[config.mk]
export PLATFORM = sky130hd
export DESIGN_NAME = blind_position_ctrl
export DESIGN_NICKNAME = d
export VERILOG_FILES = /design/src/rtl/blind_position_ctrl.sv
export SDC_FILE = /design/constraint.sdc
export NUM_CORES = 1
export LEC_CHECK = 0
export ABC_AREA = 1
export BUFFER_PORTS_ARGS = -buffer_cell sky130_fd_sc_hd__buf_2
export CAP_MARGIN = 5
export CELL_PAD_IN_SITES_DETAIL_PLACEMENT = 1
export CELL_PAD_IN_SITES_GLOBAL_PLACEMENT = 2
export CORE_MARGIN = 2
export CORE_UTILIZATION = 25
export CTS_CLUSTER_DIAMETER = 60
export DETAILED_ROUTE_END_ITERATION = 6
export MAX_ROUTING_LAYER = met4
export PLACE_DENSITY_LB_ADDON = 0.1
export SYNTH_ARGS = -nofsm -noshare
export SYNTH_HDL_FRONTEND = slang
export SYNTH_SLANG_ARGS = --single-unit
[constraint.sdc]
create_clock -name clk -period 2.1 [get_ports clk]
set_input_delay 0.42 -clock clk [delete_from_list [all_inputs] [get_ports clk]]
set_output_delay 0.42 -clock clk [all_outputs]
set_load 0.02 [all_outputs]
[src/rtl/blind_position_ctrl.sv]
// Motorised blind controller: N-level position counter, per-step travel timer,
// dead time on stop/reversal. Optional obstacle reversal under OBSTACLE_DETECT_EN.
module blind_position_ctrl #(
  parameter int NUM_POS     = 8,
  parameter int STEP_CYCLES = 4,
  parameter int DEAD_CYCLES = 3,
  parameter int POS_W       = $clog2(NUM_POS)
) (
  input  logic             clk,
  input  logic             reset,
  input  logic             btn_open,
  input  logic             btn_mid,
  input  logic             btn_close,
  input  logic             auto_en,
  input  logic [1:0]       sensor,
`ifdef OBSTACLE_DETECT_EN
  input  logic             obstacle,
`endif
  output logic [POS_W-1:0] pos,
  output logic [POS_W-1:0] target,
  output logic             motor_up,
  output logic             motor_down,
  output logic             busy,
  output logic             at_target,
  output logic [1:0]       state_dbg
);

  localparam int TMR_W  = $clog2(STEP_CYCLES) + 1;
  localparam int DEAD_W = $clog2(DEAD_CYCLES) + 1;

  localparam logic [POS_W-1:0]  POS_MAX   = POS_W'(NUM_POS - 1);
  localparam logic [POS_W-1:0]  POS_MID   = POS_W'((NUM_POS - 1) / 2);
  localparam logic [TMR_W-1:0]  STEP_LAST = TMR_W'(STEP_CYCLES - 1);
  localparam logic [DEAD_W-1:0] DEAD_LAST = DEAD_W'(DEAD_CYCLES - 1);

  typedef enum logic [1:0] {
    IDLE      = 2'd0,
    MOVE_UP   = 2'd1,
    MOVE_DOWN = 2'd2,
    DEAD      = 2'd3
  } state_t;

  state_t              state;
  state_t              state_nxt;
  logic [POS_W-1:0]    pos_nxt;
  logic [POS_W-1:0]    target_nxt;
  logic [POS_W-1:0]    cmd_target;
  logic [POS_W-1:0]    pos_inc;
  logic [POS_W-1:0]    pos_dec;
  logic [TMR_W-1:0]    timer;
  logic [TMR_W-1:0]    timer_nxt;
  logic [DEAD_W-1:0]   dead_cnt;
  logic [DEAD_W-1:0]   dead_nxt;

  assign pos_inc = pos + POS_W'(1);
  assign pos_dec = pos - POS_W'(1);

  // Command arbitration: open > mid > close > auto sensor; nothing means hold.
  always_comb begin
    cmd_target = target;
    if (btn_open) begin
      cmd_target = POS_MAX;
    end else if (btn_mid) begin
      cmd_target = POS_MID;
    end else if (btn_close) begin
      cmd_target = '0;
    end else if (auto_en) begin
      case (sensor)
        2'b10:   cmd_target = POS_MAX;
        2'b01:   cmd_target = POS_MID;
        2'b00:   cmd_target = '0;
        default: cmd_target = target;
      endcase
    end
  end

`ifdef OBSTACLE_DETECT_EN
  // An obstacle while closing forces full open; while it persists, no
  // command may pull the blind further down.
  always_comb begin
    target_nxt = cmd_target;
    if (obstacle) begin
      if (state == MOVE_DOWN) begin
        target_nxt = POS_MAX;
      end else if (cmd_target < pos) begin
        target_nxt = target;
      end
    end
  end
`else
  assign target_nxt = cmd_target;
`endif

  always_ff @(posedge clk or posedge reset) begin
    if (reset) begin
      state    <= IDLE;
      pos      <= '0;
      target   <= '0;
      timer    <= '0;
      dead_cnt <= '0;
    end else begin
      state    <= state_nxt;
      pos      <= pos_nxt;
      target   <= target_nxt;
      timer    <= timer_nxt;
      dead_cnt <= dead_nxt;
    end
  end

  // Retarget check precedes step completion so a reversal discards the
  // partial step instead of finishing it.
  always_comb begin
    state_nxt = state;
    pos_nxt   = pos;
    timer_nxt = timer;
    dead_nxt  = dead_cnt;
    case (state)
      IDLE: begin
        timer_nxt = '0;
        dead_nxt  = '0;
        if (target > pos) begin
          state_nxt = MOVE_UP;
        end else if (target < pos) begin
          state_nxt = MOVE_DOWN;
        end
      end
      MOVE_UP: begin
        if (target <= pos) begin
          state_nxt = DEAD;
          timer_nxt = '0;
          dead_nxt  = '0;
        end else if (timer == STEP_LAST) begin
          timer_nxt = '0;
          pos_nxt   = pos_inc;
          if (pos_inc == target) begin
            state_nxt = DEAD;
            dead_nxt  = '0;
          end
        end else begin
          timer_nxt = timer + TMR_W'(1);
        end
      end
      MOVE_DOWN: begin
        if (target >= pos) begin
          state_nxt = DEAD;
          timer_nxt = '0;
          dead_nxt  = '0;
        end else if (timer == STEP_LAST) begin
          timer_nxt = '0;
          pos_nxt   = pos_dec;
          if (pos_dec == target) begin
            state_nxt = DEAD;
            dead_nxt  = '0;
          end
        end else begin
          timer_nxt = timer + TMR_W'(1);
        end
      end
      DEAD: begin
        timer_nxt = '0;
        if (dead_cnt == DEAD_LAST) begin
          state_nxt = IDLE;
          dead_nxt  = '0;
        end else begin
          dead_nxt = dead_cnt + DEAD_W'(1);
        end
      end
      default: begin
        state_nxt = IDLE;
        timer_nxt = '0;
        dead_nxt  = '0;
      end
    endcase
  end

  // Outputs decode state directly so an async reset drops the motors at once.
  assign motor_up   = (state == MOVE_UP);
  assign motor_down = (state == MOVE_DOWN);
  assign busy       = (state != IDLE);
  assign at_target  = (state == IDLE) && (pos == target);
  assign state_dbg  = state;

endmodule

==> results of run 1 <==
## kinds of logic after synthesis
logic type      share of synthesized area, %
buf+inv                                 7.60
fa+ha+maj                               11.5
flops                                   29.9
simple gates                            39.5
compound gates                          9.90
xor+xnor                                1.61
## metrics by stage
stage / total power [uW] / utilization [%]
floorplan: 1360 / -
global placement: 1650 / 30.5
detailed placement: 1680 / 30.5
CTS: 1920 / 31.6
global route: 2110 / 31.7
finish: 1900 / 31.7
## worst reg2reg max path, cell delays in order (launching register included)
cell and delay (ns):
dfrtp_2 0.41, inv_2 0.07, ha_1 0.35, a21oi_2 0.21, nand3_1 0.16, nor2_2 0.13
nand2_2 0.11, nand2_4 0.14, nand2_2 0.06, o21ai_2 0.05
## final timing paths
check                              end  slack (ns)  cells after the start
max                          at_target        0.11                      5
min                           timer[2]        0.20                      2
max reg2reg                dead_cnt[2]        0.34                      9
min reg2reg                   timer[0]        0.53                      2
max in group asynchronous       pos[2]        1.52                      2
min in group clk             target[2]        0.45                      3
## final cells by class
cell class | count | area share, %
Multi-Input combinational cell | 109 | 52.7
Sequential cell | 13 | 25.3
Timing Repair Buffer | 20 | 7.92
Inverter | 20 | 5.80
Tap cell | 50 | 4.83
Clock buffer | 4 | 3.48
## timing repair
| item | in CTS | in global routing |
|---|---|---|
| gates resized for setup | 0 | 3 |
| hold buffers | 0 | 0 |
| setup buffers | 0 | 0 |
| hold endpoints to repair | 0 | 0 |
| endpoints found under the setup margin | 0 | 1 |
## registers in the layout, summed over array words and instances (netlist names)
name / flops
dead_cnt: 3
target: 2
state_dbg: 2
pos: 3
timer: 3
## metal layers
layer  global-route usage [%]  part of all wire, %  wire length, um
met2                     19.7                   44             1270
met3                     2.31                  3.7              105
met4                     3.21                 0.49               14
met1                     17.1                   52             1480
met5                        -                    0                0
## cell usage in the layout, fill, tap and decap left out, types with 2 or more instances in the layout
cell,instances
buf_2,19
clkbuf_8,3
dfrtp_1,11
dfrtp_2,2
ha_1,10
inv_1,18
inv_2,2
nand2_1,41
nand2_2,6
nand2_4,3
nand3_1,9
nand3_2,3
nand4_1,6
nor2_1,9
nor2_2,2
o21ai_0,4
o21ai_2,3
## where the power goes
part | switching, uW | internal [uW] | leakage, uW
registers | 85.1 | 329 | 0.000164
logic | 821 | 432 | 0.000480
clock network | 96.1 | 134 | 0.0000228
==> run metrics, run 1 <==
nets@finish 185; HP Class input pin to asynchronous set/reset pin; top post-synthesis cells by count 41 x nand2_1, 18 x inv_1, 13 x dfrtp_1, 10 x ha_1, 10 x nor2_1; routed length per placed instance 13.3 um; TritonCTS clock tree built; die width 70.0 um; area share of the largest cell type after synthesis 29.9%; cell with the most instances after synthesis nand2_1; Reg area 328 um^2; final setup vio count 0; DRT Pass-1 Iters 4; Netlist cell types 28; Synth Cell Area 1090 um^2; RSZ-0062 raised after global routing no; delay of the slowest critical-path stage 0.41 ns; Max Cap Viol 0; fillcell total 527; Die H 70.0 um; # diodes 0; largest net degree at the start of global routing 14; maximum VDD drop 0.000340 V; startpoint types flop; row cnt 23; Hold Vio Cnt, Final 0; Post-route DRC 0; first-pass GRT wire length 4800 um; synth top area cells dfrtp_1 30%, nand2_1 14%, ha_1 12%, inv_1 6.2%, nand3_1 4.1%; via count 1001; Slew @ Worst Pin 0.529 ns; Buf+Inv Stages, Crit Path 2; placed cell areas 1240 um^2; Area growth, synth to finish 19.1%; vias in the first global route 1020; PwrDens 1470 nW/um^2; Setup crit start pos[2]; Worst Path Arrival 1.57 ns; post-layout instance area 1290 um^2; dpl hpwl 2400 um; hold_ws 0.204 ns; min Tclk post-route 1.99 ns; critical path required time 1.68 ns; Worst-Skew Late Latency 0.24 ns; initial antenna violation count 0; CTS Buf Count 3; Max Fclk 0.504 GHz; cell accounting for the most synthesized area dfrtp_1; Setup CP Type flop to output pin; number of synthesized flops with an enable pin 0; final number of max-transition violations 0; CP top delay family flip-flops; synthesized flop and latch total 13; DR vias/cell 4.63; Final Wtd Congestion 0.766; relative slew slack 64.7%; Syn. warnings 0; Worst Skew 0.00202 ns; drt first-iter violations 28; static leakage 0.000666 uW; dpl ws 0.286 ns; Cells after Synth 143; total global routing track utilization 12.7%; area of the core 4090 um^2; layout cells sized above 1 29.5%; global route total overflow 0; asr flop ratio synth 100%; multi-input logic area 682 um^2; Routed Antenna Nets 0; Crit Path Max Fanout 6; sequential-to-total area share from yosys stat 29.9%; Final Cycle Share 94.6%; CP Capture Type output pin; clock transition at the registers of the reported paths 0.06 ns; CTS root buf clkbuf_8; reg2reg start pos[2]; top_reg_cell synth dfrtp_1; Non-Filler Instances 216; total wire length 2870 um; die area 4890 um^2; htree depth 1; Setup TNS 0 ns; port bufs 19; syn avg cell area 7.60 um^2; worst setup margin 0.114 ns; Max Buffers Root-to-Sink 2; outcome completed; starting density of the core 26.6%; Worst path slowest cell dfrtp_2; critical path, cell by cell inv_2, ha_1, nand3_2, nor2_2, buf_2; # IOs 20; synthesized net count 161; Inst Count DP 212; CTS Sinks 13
No activity file was read; power rests on OpenSTA's default activity.
==> inputs of run 2 (changes only) <==
- clock period: 2.1 -> 2.57 ns (I/O delays scaled with it)
==> run 2 against run 1 <==
  * Flip-flop and latch count unchanged
  * Critical path depth unchanged
  * Core utilization decreased by 0.31 points
  * Clock skew increased by 0.0033 ns
  * Sequential power decreased by 19%
  * Clock-buffer cell count unchanged
  * Critical endpoint unchanged
==> run metrics, run 2 (synthesis results as in run 1) <==
DRT Pass-1 Iters 4 (unchanged); dpl hpwl 2320 um (-3.2%); biggest regs dead_cnt: 3 flops, pos: 3 flops, timer: 3 flops; final setup vio count 0 (unchanged); min Tclk post-route 2.17 ns; static leakage 0.000663 uW (-0.40%); CTS Sinks 13 (unchanged); # diodes 0 (unchanged); Max Cap Viol 0 (unchanged); CTS Buf Count 3 (unchanged); die width 70.0 um (unchanged); HP Class input pin to asynchronous set/reset pin; Max Buffers Root-to-Sink 2 (unchanged); clock transition at the registers of the reported paths 0.06 ns (about the same); global route total overflow 0 (unchanged); maximum VDD drop 0.000286 V (-16%); met3 WL 80 um (-24%); vias in the first global route 1043 (+2.3%); Slew @ Worst Pin 0.525 ns (-0.00402 ns); dpl ws 0.660 ns (+0.374 ns); PwrDens 1190 nW/um^2 (-19%); R2R cell count 8 (-1); Crit Path Max Fanout 6 (unchanged); relative slew slack 64.9% (+0.27 points); Die H 70.0 um (unchanged); critical path required time 2.06 ns (+0.38 ns); startpoint types flop; total global routing track utilization 12.6% (-0.073 points); CTS root buf clkbuf_8; total wire length 2710 um (-5.4%); initial antenna violation count 0 (unchanged); DR vias/cell 4.56 (-1.6%); Met2 Wirelength 1200 um (-5.2%); most frequent cells in the layout 41 x nand2_1, 19 x buf_2, 18 x inv_1, 13 x dfrtp_1; RSZ-0062 raised after global routing no; routed length per placed instance 12.6 um (-5.0%); first-pass GRT wire length 4820 um (+0.29%); Routed Antenna Nets 0 (unchanged); cts hold-fix bufs 0 (unchanged); Final Cycle Share 84.4%; worst setup margin 0.400 ns (+0.287 ns); Clk network pwr share 12.1% (about the same); Net Switching 802 uW (-20%); starting density of the core 26.6% (unchanged); TritonCTS clock tree built; Final Wtd Congestion 0.723 (-5.6%); Post-CTS Resized 0 (unchanged); Setup TNS 0 ns (unchanged); CP Capture Type output pin; Logic pwr share 65.9% (about the same); Area growth, synth to finish 18.0%; htree depth 1 (unchanged); drt first-iter violations 25 (-11%); largest net degree at the start of global routing 14 (unchanged); layout cells sized above 1 27.3% (-2.2 points); top sig layer met4; Worst-Skew Late Latency 0.24 ns (about the same); Hold Vio Cnt, Final 0 (unchanged); outcome completed; port bufs 19 (unchanged); Worst Skew 0.00529 ns (+0.00327 ns); share of power burned in registers 22.0% (+0.2 points); leading cell type in the layout, fill and taps excluded nand2_1; setup repair bufs after CTS 0 (unchanged); die area 4890 um^2 (unchanged); nets@finish 184 (-0.54%); Worst Path Arrival 1.66 ns (+0.09 ns); internal power 728 uW (-19%); # IOs 20 (unchanged); area of the core 4090 um^2 (unchanged); sw frac 52.4% (-0.41 points); Post-route DRC 0 (unchanged); M1 WL 1410 um (-4.6%); final number of max-transition violations 0 (unchanged); Max Fclk 0.461 GHz; row cnt 23 (unchanged); Setup CP Type flop to output pin; via count 980 (-2.1%)
-- run 2: changes by cell type in the layout (fill, tap and decap cells not counted), sizes merged --
cell / previous run / this run
buf: 20 / 19
-- run 2: power by group through the flow --
stage / Sequential (uW) / Combinational [uW] / Clock [uW]
floorplan: 375 / 734 / 0
global placement: 336 / 1010 / 0
detailed placement: 341 / 1020 / 0
CTS: 338 / 1030 / 197
global route: 351 / 1150 / 206
finish: 337 / 1010 / 185
-- run 2: area by class of cell --
class | count | area, um^2
repair buffers | 19 | 95.1
flip-flops and latches | 13 | 325
inverters | 20 | 75.1
multi-input cells | 109 | 679
fillers | 527 | 2800
well taps | 50 | 62.6
clock buffers | 4 | 45.0
-- run 2: critical path, stage by stage (launching register included) --
cell and delay (ns):
dfrtp_1 0.44, inv_2 0.08, ha_1 0.36, nand3_2 0.16, nor2_1 0.18, buf_2 0.19
-- run 2: path summary, 6_finish.rpt --
path	to	startpoint	slack, ns
worst max-delay path	at_target	pos[2]	0.40
worst min-delay path	timer[0]	reset	0.30
worst max register to register	state_dbg[1]	pos[2]	0.76
worst min register to register	timer[0]	timer[0]	0.53
max in group asynchronous	state_dbg[1]	reset	1.92
min in group clk	target[2]	btn_open	0.53
-- run 2: stage by stage --
stage               utilization, %  power [uW]  hold slack, ns  cells  area [um^2]
global route                  31.4        1700           0.349    215         1280
floorplan                        -        1110           0.391    143         1090
detailed placement            30.3        1360           0.525    211         1240
global placement              30.3        1350           0.513    211         1240
finish                        31.4        1530           0.296    215         1280
CTS                           31.4        1560           0.316    215         1280
-- run 2: metal layers --
layer / track usage [%] / up-vias
met5: - / -
met1: 16.8 / 461
met3: 2.16 / 2
met4: 4.49 / 0
met2: 19.3 / 15
li1: - / 502
==> inputs of run 3 (changes only) <==
- clock period: 2.57 -> 2.2 ns (I/O delays scaled with it)
==> run 3 against run 2 <==
  * Clock-buffer cell count is the same
  * Sequential power rose by 17%
  * Critical path type unchanged
  * Core utilization is 0.28 points higher
  * Largest power group unchanged
==> run metrics, run 3 (synthesis results as in run 1) <==
critical path, cell by cell inv_1, ha_1, nand3_2, nor2_2, buf_2; Final Cycle Share 91.7%; critical path required time 1.76 ns (-0.30 ns); biggest regs dead_cnt: 3 flops, pos: 3 flops, timer: 3 flops; nets@finish 185 (+0.54%); Post-route DRC 0 (unchanged); fillcell total 521 (-1.1%); total global routing track utilization 12.5% (-0.12 points); share of power burned in registers 22.0% (about the same); CP Capture Type output pin; CTS root buf clkbuf_8; PwrDens 1390 nW/um^2 (+16%); most frequent cells in the layout 41 x nand2_1, 19 x buf_2, 18 x inv_1, 12 x dfrtp_1, 10 x ha_1; routed length per placed instance 12.6 um (-0.17%); total wire length 2720 um (+0.30%); final number of max-transition violations 0 (unchanged); min Tclk post-route 2.02 ns; # IOs 20 (unchanged); first-pass GRT wire length 4730 um (-1.7%); RSZ-0062 raised after global routing no; outcome completed; leading cell type in the layout, fill and taps excluded nand2_1; internal power 856 uW (+17%); HP Class input pin to asynchronous set/reset pin; Die H 70.0 um (unchanged); Setup CP Type flop to output pin; delay of the slowest critical-path stage 0.43 ns (about the same); Worst Skew 0.00121 ns (-0.00408 ns); Slew @ Worst Pin 0.549 ns (+0.0234 ns); Max Buffers Root-to-Sink 2 (unchanged); port bufs 19 (unchanged); starting density of the core 26.6% (unchanged); vias in the first global route 1026 (-1.6%); dpl hpwl 2300 um (-0.84%); row cnt 23 (unchanged); static leakage 0.000667 uW (+0.48%); Buf+Inv Stages, Crit Path 2 (unchanged); CP top delay family flip-flops; die width 70.0 um (unchanged); global route total overflow 0 (unchanged); Logic pwr share 65.6% (-0.3 points); DR vias/cell 4.54 (-0.36%); via count 981 (+0.10%); CTS Buf Count 3 (unchanged); Routed Antenna Nets 0 (unchanged); # diodes 0 (unchanged); Area growth, synth to finish 19.0%; startpoint types flop; drt first-iter violations 41 (+64%); Crit Path Max Fanout 6 (unchanged); TritonCTS clock tree built; Worst-Skew Late Latency 0.24 ns (about the same); final setup vio count 0 (unchanged); Worst path slowest cell dfrtp_1; sw frac 52.3% (-0.069 points); htree depth 1 (unchanged); die area 4890 um^2 (unchanged); DRT Pass-1 Iters 4 (unchanged); hold_ws 0.231 ns (-0.0651 ns); Final Util 31.7% (+0.28 points); Worst Path Arrival 1.58 ns (-0.08 ns); maximum VDD drop 0.000285 V (-0.42%); Max Cap Viol 0 (unchanged); Clk network pwr share 12.4% (+0.3 points); Net Switching 939 uW (+17%); Setup TNS 0 ns (unchanged); Max Fclk 0.496 GHz; Hold Vio Cnt, Final 0 (unchanged); area of the core 4090 um^2 (unchanged); CTS Sinks 13 (unchanged); Reg area 327 um^2 (+0.38%); multi-input logic area 682 um^2 (+0.37%); clock transition at the registers of the reported paths 0.06 ns (about the same); Final Wtd Congestion 0.765 (+5.7%); setup repair bufs after CTS 0 (unchanged); initial antenna violation count 0 (unchanged); relative slew slack 63.4% (-1.6 points); largest net degree at the start of global routing 14 (unchanged); layout cells sized above 1 28.9% (+1.6 points)
## run 3: cell types whose count changed in the layout (fill, tap and decap cells not counted)
cell     delta
buf_4       +1
dfrtp_2     +1
nor2_1      -1
nor2_2      +1
dfrtp_1     -1
## run 3: repair_timing
item | CTS | global route
setup endpoints to repair | 0 | 1
resized for setup | 0 | 2
hold buffers | 0 | 0
hold endpoints to repair | 0 | 0
## run 3: path summary, 6_finish.rpt
path	endpoint	cells after the start	slack [ns]	startpoint
max	at_target	5	0.18	target[1]
min	timer[1]	2	0.23	reset
max reg2reg	state_dbg[1]	8	0.45	pos[2]
min reg2reg	timer[0]	2	0.54	timer[0]
max in group asynchronous	pos[2]	2	1.58	reset
min in group clk	target[2]	3	0.46	btn_open
## run 3: metal layers
metal,global-route usage [%],vias up,routed length [um]
li1,-,501,-
met1,16.8,451,1410
met2,18.7,24,1150
met3,2.74,5,118
met4,3.85,0,34
met5,-,-,0
## run 3: stage by stage
stage	instance area, um^2	cells	power [uW]	setup WS [ns]
CTS	1290	216	1820	0.0793
floorplan	1090	143	1300	0.322
detailed placement	1240	212	1590	0.354
global route	1290	216	2000	0.0417
finish	1290	216	1790	0.182
global placement	1240	212	1570	0.418
## run 3: area by class of cell
type                    instances  area share (%)
multi-input cells             109            52.7
flip-flops and latches         13            25.2
repair buffers                 20            7.93
inverters                      20            5.80
well taps                      50            4.84
clock buffers                   4            3.48
## run 3: power groups by stage
| stage | clock network [uW] | logic, uW | registers [uW] |
|---|---|---|---|
| after CTS | 230 | 1190 | 397 |
| final | 222 | 1180 | 395 |
| after global placement | 0 | 1170 | 398 |
| after detailed placement | 0 | 1190 | 401 |
| after global routing | 249 | 1340 | 411 |
| after floorplan | 0 | 857 | 438 |
